[config.mk]
export PLATFORM = sky130hd
export DESIGN_NAME = seg7_scan_ctrl_flat
export DESIGN_NICKNAME = d
export VERILOG_FILES = /design/src/rtl/seg7_scan_ctrl_pkg.sv /design/src/rtl/seg7_scan_ctrl_if.sv /design/src/rtl/seg7_scan_ctrl_hex_decoder.sv /design/src/rtl/seg7_scan_ctrl.sv /design/src/flat_wrapper.sv
export SDC_FILE = /design/constraint.sdc
export NUM_CORES = 1
export LEC_CHECK = 0
export BUFFER_PORTS_ARGS = -buffer_cell sky130_fd_sc_hd__buf_2
export CORE_MARGIN = 2
export CORE_UTILIZATION = 30
export DETAILED_ROUTE_END_ITERATION = 8
export GPL_TIMING_DRIVEN = 0
export HOLD_SLACK_MARGIN = 0.15
export REMOVE_ABC_BUFFERS = 1
export SLEW_MARGIN = 10
export SYNTH_ARGS = -nofsm -noshare
export SYNTH_HDL_FRONTEND = slang
export SYNTH_HIERARCHICAL = 1
export SYNTH_SLANG_ARGS = --single-unit
[constraint.sdc]
create_clock -name clk -period 5.64 [get_ports clk]
set_clock_uncertainty 0.15 [all_clocks]
set_input_delay 1.692 -clock clk [delete_from_list [all_inputs] [get_ports clk]]
set_output_delay 1.692 -clock clk [all_outputs]
set_load 0.1 [all_outputs]
[src/rtl/seg7_scan_ctrl_pkg.sv]
// Shared constants and the hex-to-segment table for the 7-segment scan controller.
// All segment values are active-low, ordered {g,f,e,d,c,b,a}.
package seg7_pkg;

    localparam logic [7:0] ANODE_OFF   = 8'hFF;
    localparam logic [7:0] CATHODE_OFF = 8'hFF;
    localparam logic [6:0] SEG_BLANK   = 7'h7F;

    function automatic logic [6:0] hex_to_seg(input logic [3:0] nibble);
        logic [6:0] seg;
        case (nibble)
            4'h0: seg = 7'b1000000;
            4'h1: seg = 7'b1111001;
            4'h2: seg = 7'b0100100;
            4'h3: seg = 7'b0110000;
            4'h4: seg = 7'b0011001;
            4'h5: seg = 7'b0010010;
            4'h6: seg = 7'b0000010;
            4'h7: seg = 7'b1111000;
            4'h8: seg = 7'b0000000;
            4'h9: seg = 7'b0010000;
            4'hA: seg = 7'b0001000;
            4'hB: seg = 7'b0000011;
            4'hC: seg = 7'b1000110;
            4'hD: seg = 7'b0100001;
            4'hE: seg = 7'b0000110;
            default: seg = 7'b0001110;
        endcase
        return seg;
    endfunction

endpackage

[src/rtl/seg7_scan_ctrl_if.sv]
// Bus-side write port plus board-side pin bundle of the display controller.
interface seg7_scan_ctrl_if #(
    parameter int NUM_DIGITS = 8
);
    logic                  enable;
    logic                  wr_en;
    logic [7:0]            wr_data;
    logic                  clr;
    logic [NUM_DIGITS-1:0] dp_mask;
    logic [7:0]            cathode_array;
    logic [NUM_DIGITS-1:0] anode_array;
    logic                  frame_tick;

    modport master (
        output enable, wr_en, wr_data, clr, dp_mask,
        input  cathode_array, anode_array, frame_tick
    );

    modport slave (
        input  enable, wr_en, wr_data, clr, dp_mask,
        output cathode_array, anode_array, frame_tick
    );
endinterface

[src/rtl/seg7_scan_ctrl_hex_decoder.sv]
// Combinational nibble to active-low 7-segment decoder.
module seg7_hex_decoder
    import seg7_pkg::*;
(
    input  logic [3:0] nibble_i,
    output logic [6:0] seg_o
);
    assign seg_o = hex_to_seg(nibble_i);
endmodule

[src/rtl/seg7_scan_ctrl.sv]
// Multiplexed 8-digit 7-segment scan controller: byte-shift digit buffer,
// prescaled digit scan with per-slot blanking, leading-zero suppression.
module seg7_scan_ctrl
    import seg7_pkg::*;
#(
    parameter int NUM_DIGITS  = 8,
    parameter int CLK_DIV     = 1000,
    parameter int BLANK_CYC   = 4,
    parameter int LZ_SUPPRESS = 1
) (
    input  logic            clk,
    input  logic            resetn,
    seg7_scan_ctrl_if.slave bus
);
    localparam int IDX_W = $clog2(NUM_DIGITS);
    localparam int BUF_W = 4 * NUM_DIGITS;

    logic [15:0]           presc_q, presc_d;
    logic [IDX_W-1:0]      idx_q, idx_d;
    logic [BUF_W-1:0]      buf_q, buf_d;
    logic [7:0]            cathode_q, cathode_d;
    logic [NUM_DIGITS-1:0] anode_q, anode_d;
    logic                  tick_q, tick_d;

    logic [3:0]            sel_nib;
    logic [6:0]            sel_seg;
    logic [NUM_DIGITS-1:0] lz_mask;

    assign sel_nib = buf_q[{idx_q, 2'b00} +: 4];

    seg7_hex_decoder u_dec (
        .nibble_i (sel_nib),
        .seg_o    (sel_seg)
    );

    // A digit is a leading zero when it and every more-significant nibble are zero.
    always_comb begin
        lz_mask = '0;
        for (int i = 1; i < NUM_DIGITS; i++) begin
            lz_mask[i] = (LZ_SUPPRESS != 0) && ((buf_q >> (4 * i)) == '0);
        end
    end

    always_comb begin
        presc_d   = presc_q;
        idx_d     = idx_q;
        buf_d     = buf_q;
        anode_d   = ANODE_OFF;
        cathode_d = CATHODE_OFF;
        tick_d    = 1'b0;

        if (bus.clr) begin
            buf_d = '0;
        end
        if (bus.wr_en) begin
            buf_d = {buf_d[BUF_W-9:0], bus.wr_data};
        end

        if (bus.enable) begin
            if (presc_q == 16'(CLK_DIV - 1)) begin
                presc_d = '0;
                if (idx_q == IDX_W'(NUM_DIGITS - 1)) begin
                    idx_d  = '0;
                    tick_d = 1'b1;
                end else begin
                    idx_d = idx_q + 1'b1;
                end
            end else begin
                presc_d = presc_q + 16'd1;
            end

            if (presc_q >= 16'(BLANK_CYC)) begin
                anode_d   = ~(NUM_DIGITS'(1) << idx_q);
                cathode_d = {~bus.dp_mask[idx_q], lz_mask[idx_q] ? SEG_BLANK : sel_seg};
            end
        end else begin
            presc_d = '0;
            idx_d   = '0;
        end
    end

    always_ff @(posedge clk or negedge resetn) begin
        if (!resetn) begin
            presc_q   <= '0;
            idx_q     <= '0;
            buf_q     <= '0;
            anode_q   <= ANODE_OFF;
            cathode_q <= CATHODE_OFF;
            tick_q    <= 1'b0;
        end else begin
            presc_q   <= presc_d;
            idx_q     <= idx_d;
            buf_q     <= buf_d;
            anode_q   <= anode_d;
            cathode_q <= cathode_d;
            tick_q    <= tick_d;
        end
    end

    assign bus.anode_array   = anode_q;
    assign bus.cathode_array = cathode_q;
    assign bus.frame_tick    = tick_q;

endmodule

[src/flat_wrapper.sv]
// flat-port wrapper written by rule: the top's interface ports become plain ports
module seg7_scan_ctrl_flat import seg7_pkg::*;
#(
    parameter int NUM_DIGITS  = 8,
    parameter int CLK_DIV     = 1000,
    parameter int BLANK_CYC   = 4,
    parameter int LZ_SUPPRESS = 1
)
  (clk, resetn, bus_enable, bus_wr_en, bus_wr_data, bus_clr, bus_dp_mask, bus_cathode_array, bus_anode_array, bus_frame_tick);
  seg7_scan_ctrl_if #(.NUM_DIGITS(NUM_DIGITS)) bus_i ();
  input  logic clk;
  input  logic resetn;
  input wire logic [$bits(bus_i.enable)-1:0] bus_enable;
  input wire logic [$bits(bus_i.wr_en)-1:0] bus_wr_en;
  input wire logic [$bits(bus_i.wr_data)-1:0] bus_wr_data;
  input wire logic [$bits(bus_i.clr)-1:0] bus_clr;
  input wire logic [$bits(bus_i.dp_mask)-1:0] bus_dp_mask;
  output wire logic [$bits(bus_i.cathode_array)-1:0] bus_cathode_array;
  output wire logic [$bits(bus_i.anode_array)-1:0] bus_anode_array;
  output wire logic [$bits(bus_i.frame_tick)-1:0] bus_frame_tick;
  assign bus_i.enable = bus_enable;
  assign bus_i.wr_en = bus_wr_en;
  assign bus_i.wr_data = bus_wr_data;
  assign bus_i.clr = bus_clr;
  assign bus_i.dp_mask = bus_dp_mask;
  assign bus_cathode_array = bus_i.cathode_array;
  assign bus_anode_array = bus_i.anode_array;
  assign bus_frame_tick = bus_i.frame_tick;
  seg7_scan_ctrl #(.NUM_DIGITS(NUM_DIGITS), .CLK_DIV(CLK_DIV), .BLANK_CYC(BLANK_CYC), .LZ_SUPPRESS(LZ_SUPPRESS)) u_core (.clk(clk), .resetn(resetn), .bus(bus_i));
endmodule
# After elaboration in Yosys (flattened, before gate mapping)

Memory sizes are Yosys's and may differ from the RTL's.
Cells that the tools add are included.

Register bits: 68
ROM bits: 112
Bits of input ports: 21
Output and inout port bits: 17
Memories kept: 1

Memory list:

| memory           | words | bits a word | rd ports | clocked after Yosys merged registers in | wr ports | line                     | RTL |
|---|---|---|---|---|---|---|---|
| (name not given) | 16    | 7           | 1        | 0                                       | 0        | seg7_scan_ctrl_pkg.sv:11 | `case (nibble)` |

Add/sub/neg operators: 2
$lt $le $gt $ge: 2
Equal/unequal tests: 3
Shift operators: 2
Muxes and demuxes: 19
Bitwise gates (word level): 2
Reduce and logical (&&, ||, !) cells: 8

Operators by type and width:

| cell                    | number |
|---|---|
| $logic_not A32 Y1       | 7 |
| $mux W32                | 2 |
| $mux W16                | 2 |
| $mux W8                 | 4 |
| $shiftx A32 B6 Y4       | 1 |
| $add A16 B1 Y16 const B | 1 |
| $eq A16 B10 Y1 const B  | 1 |
| $ge A16 B3 Y1 const B   | 1 |
| $mux W3                 | 3 |
| $not A8 Y8              | 1 |
| $shl A1 B3 Y8 const A   | 1 |
| $mux W7                 | 1 |
| $bmux W1 S3             | 2 |
| $mux W1                 | 5 |
| $lt A3 B4 Y1 const B    | 1 |
| $add A3 B1 Y3 const B   | 1 |
| $eq A3 B3 Y1 const B    | 1 |
| $ne A2 B1 Y1 const B    | 1 |
| $reduce_bool A2 Y1      | 1 |
| $not A1 Y1              | 1 |

# Longest topological paths before layout

Depth in word-level cells: 6
Gate-level depth with buffers: 11
Mapped depth without buffers: 10

# By module

The synthesis kept the hierarchy.

By module, submodules not included:

| module           | times used | cells each | area each (µm²) | seq. area each (µm²) |
|---|---|---|---|---|
| seg7_scan_ctrl   | 1          | 306        | 3,288.2         | 1,721.7 |
| seg7_hex_decoder | 1          | 32         | 275.3           | 0.0 |

# Least setup slack after synthesis

OpenSTA, ideal clock, no wires.

Kind: reg2reg
From: register u_core.idx_q[0]
To: register u_core.cathode_q[0], in the netlist u_core/bus.cathode_array[0]
Library setup time: 0.074 ns
Data arrival time: 2.502 ns
Path slack: 2.914 ns
Stages on the path, launching flop included: 12
Path buffers: 1
Cells stage by stage: dfrtp_1 buf_2 mux4_2 nand2_1 nand2_1 inv_1 ha_1 and2b_2 or3b_1 o21ai_0 nor2_1 o21ai_1

Word-level cells in the longest chain between the ends: 5
Elaborated cells on any way between the ends: 7
Those cells by class: 1 x shift; 5 x mux; 1 x memory

Ends and longest elaborated chain:

| item                    | line                 | RTL |
|---|---|---|
| from (decl)             | seg7_scan_ctrl.sv:19 | `logic [IDX_W-1:0] idx_q, idx_d;` |
| from (signal assigned)  | seg7_scan_ctrl.sv:92 | `idx_q <= idx_d;` |
| $shiftx A32 B6 Y4       | seg7_scan_ctrl.sv:29 | `assign sel_nib = buf_q[{idx_q, 2'b00} +: 4];` |
| via u_core.sel_nib[1]   | seg7_scan_ctrl.sv:25 | `logic [3:0] sel_nib;` |
| $mem_v2 Z16 W7          | --                   |  |
| via u_core.sel_seg[0]   | seg7_scan_ctrl.sv:26 | `logic [6:0] sel_seg;` |
| $mux W7                 | seg7_scan_ctrl.sv:74 | `cathode_d = {~bus.dp_mask[idx_q], lz_mask[idx_q] ? SEG_BLANK : sel_seg};` |
| $mux W8                 | seg7_scan_ctrl.sv:72 | `if (presc_q >= 16'(BLANK_CYC)) begin` |
| $mux W8                 | seg7_scan_ctrl.sv:59 | `if (bus.enable) begin` |
| via u_core.cathode_d[0] | seg7_scan_ctrl.sv:21 | `logic [7:0] cathode_q, cathode_d;` |
| to (signal assigned)    | seg7_scan_ctrl.sv:95 | `cathode_q <= cathode_d;` |
| to (decl)               | seg7_scan_ctrl.sv:21 |  |

The timed path passes the listed nets, and every way through them passes these cells. The select of a mux whose other input is x is not followed.
A chain may end at the register's enable or synchronous reset.

# Worst setup path in the final report

From: register u_core.anode_q[6], in the netlist u_core/bus.anode_array[6]
To: output bus_anode_array[6]

RTL lines:

| item                   | line                 | RTL |
|---|---|---|
| from (decl)            | seg7_scan_ctrl.sv:22 | `logic [NUM_DIGITS-1:0] anode_q, anode_d;` |
| from (signal assigned) | seg7_scan_ctrl.sv:94 | `anode_q <= anode_d;` |
| to (decl)              | flat_wrapper.sv:19   | `output wire logic [$bits(bus_i.anode_array)-1:0] bus_anode_array;` |

No word-level cell between the ends.

==> results.toml <==
[worst_setup_path]
worst_ep_arrival_time_ns = 1.26
path_class = "flip-flop to output port"
critPathSlowestCell = "dfstp_2"
worstPathCellList = "buf_2"
crit_fanout = 1
worstSetupStartpoint = "u_core/bus.anode_array[6]$_DFF_PN1_"
path_delay_family = "flip-flops"
worst_setup_path_start_kind = "flip-flop"
worstPathBufferInverterCount = 1
ff2ff_setup_slack_ns = 2.56
cp.required_ns = 3.80
r2r-start = "u_core/idx_q[0]$_DFFE_PN0P_"
rr_endpoint = "u_core/bus.cathode_array[0]$_DFF_PN1_"
cpPeakStageDelay_ns = 0.52
endpoint_kind = "output port"
r2r_cells = 10

[route]
drtPass1Iterations = 6
drtIter0Drc = 195
vias_per_cell = 4.86
drt-wirelength-per-cell_um = 14.3
routed-via-count = 2519
drc = 4
drtAntennaViolNets = 0
wl_um = 7420

[min_path]
hold_depth = 1
hp-start = "u_core/presc_q[0]$_DFF_PN0_"
min_to = "u_core/presc_q[0]$_DFF_PN0_"
hp-class = "flip-flop to flip-flop"

[global_route]
grt_pass1_wl_um = 12700
globalRouteTotalUtil_pct = 12.6
gr-total-overflow = 0
grt_pass1_vias = 2471
grt_start_max_net_pins = 62
antenna_found_initial = 0

[timing]
setup_ws_ns = 2.54
drv_slew = 0
fmaxAchievable_ghz = 0.323
rsz0062_at_grt = "false"
layout_min_cycle_time_ns = 3.10
relSlewSlack_pct = 37.1
finalSetupViolations = 0
fin_hold_ws_ns = 0.334
tightest_slew_ns = 0.944
fin_crit_sh_pct = 55.0
finalHoldViolCount = 0
setup-tns-final_ns = 0

[pwr]
clkPwrFrac_pct = 47.8
power.internal_uw = 894
seq_power_share_pct = 43.0
max-vdd-ir-drop_uv = 175
power.density_nw_per_um2 = 286
switching_share_pct = 25.4
cellLeakagePower_uw = 0.00188
p_switching_uw = 304
p_comb_share_pct = 9.2

[finish]
regArea_um2 = 1720
final_area_um2 = 4180
fill_cells = 1140
final_nets = 406
num_antenna_cells = 0
syn_to_final_growth_pct = 17.4
drive_gt1_share_pct = 23.7
multi_input_area_um2 = 1720

[cts]
cts_setup_buffers = 0
hold_buffers = 0
htree_levels = 3
insertion_delay_ns = 0.33
numCtsBuffers = 9
cts_sinks = 68
cts_resized = 0
clk_pin_slew_ns = 0.06
clock_path_buffers = 2
ctsRootBufferMaster = "clkbuf_16"
cts_tree = "yes"

[yosys]
yosys.area_share.simple_pct = 18.4
async_flop_share_pct = 100
ys_ff_latch = 68
synthFlopType = "dfrtp_1"
synth_compound_area_share_pct = 6.88
syn_avg_cell_area_um2 = 10.5
synthCells = 338
synth_edf_count = 0
ys_seq_area_share_pct = 48.3
synth_warnings = 6
synth_xor_area_share_pct = 2.46
synth_area_leaders = "dfrtp_1, dfstp_2, mux2i_1, mux4_2, nor2_1"
synthDominantCellAreaShare_pct = 36.5
syn_area_um2 = 3560
yosys.area.top_type = "dfrtp_1"
synthMuxAreaShare_pct = 15.2
synth_adder_area_share_pct = 5.27
synth_top_family_by_area = "simple AND/OR/NAND/NOR gates"
yosysUniqueCellTypes = 46

[placement]
hpwl_um = 5140
placed_cell_area_um2 = 3870
port_buffers = 37
place_ws_ns = 2.54
finalWeightedCongestion = 0.827

[status]
status = "finished with violations"
failed_checks = "DRC"

[floorplanning]
fp.dieW_um = 113
start_util_pct = 30.9
rows = 39
die_h_um = 113
pin_count = 38
dieArea_um2 = 12800
coreArea_um2 = 11500

[flow_run]
cap_violations = 0
==> power groups by stage <==
stage                     clock (uW)  combinational, uW  sequential, uW
final                            572                110             515
after global routing             613                123             517
after CTS                        592                112             515
after detailed placement           0                112             523
after global placement             0                108             523
after floorplan                    0               55.2             534
==> per-stage QoR <==
stage | instances | total power (uW) | utilization (%)
floorplan | 321 | 589 | -
global placement | 501 | 631 | 33.4
detailed placement | 502 | 635 | 33.6
CTS | 518 | 1220 | 36.3
global route | 518 | 1250 | 36.3
finish | 518 | 1200 | 36.3
==> layout by cell type, fill, tap and decap left out, types with 9 or more instances in the layout <==
| master | netlist | final |
|---|---|---|
| dfrtp_1 | 52 | 52 |
| inv_1 | 10 | 10 |
| ha_1 | 15 | 15 |
| o21ai_0 | 13 | 13 |
| clkbuf_16 | 0 | 9 |
| mux2i_1 | 28 | 28 |
| mux4_2 | 10 | 10 |
| dfstp_2 | 16 | 16 |
| nand2_1 | 38 | 38 |
| nor2_1 | 57 | 57 |
| buf_2 | 9 | 36 |
==> cells in the mapped netlist, types with 7 or more instances <==
library cell,number
inv_1,10
mux2i_1,28
ha_1,15
buf_2,9
dfstp_2,16
nor4_1,7
nand2b_1,7
o21ai_1,7
o21ai_0,13
nor2_1,57
nand2_1,38
mux4_2,10
dfrtp_1,52
clkbuf_1,7
==> state kept, by name, summed over array words and instances, names as in the netlist <==
signal                    cells
u_core/bus.anode_array        8
u_core/presc_q               16
u_core/buf_q                 32
u_core/idx_q                  3
u_core/bus.frame_tick         1
u_core/bus.cathode_array      8
==> layer usage <==
metal  wire length (um)  part of all wire (%)  global-route usage (%)
met5                  0                     0                       0
met4                171                   2.3                    6.26
met3                373                   5.0                    3.43
met2               3320                    45                    18.2
met1               3550                    48                    17.4
==> worst max path at each step <==
stage	to	slack [ns]	depth (start not counted)
after floorplan	u_core/bus.cathode_array[0]$_DFF_PN1_	2.90	10
after global placement	u_core/buf_q[3]$_DFF_PN0_	2.41	1
after detailed placement	u_core/bus.cathode_array[0]$_DFF_PN1_	2.54	10
after CTS	bus_anode_array[6]	2.52	1
after global routing	u_core/bus.cathode_array[0]$_DFF_PN1_	2.28	10
final	bus_anode_array[6]	2.54	1
==> cell families after synthesis <==
group | count (synthesis)
AO/OA/AOI/OAI | 40
XOR/XNOR | 10
adder cells (fa/ha/maj) | 15
buffers and inverters | 28
flip-flops | 68
multiplexers | 40
AND/OR/NAND/NOR | 137
==> layout make-up <==
type / count / share of cell area, %
inverters: 11 / 0.987
multi-input cells: 242 / 41.1
repair buffers: 38 / 5.14
flip-flops and latches: 68 / 41.1
clock buffers: 9 / 5.38
clock inverters: 7 / 2.00
well taps: 143 / 4.28
Power figures use the tool's default switching activity.
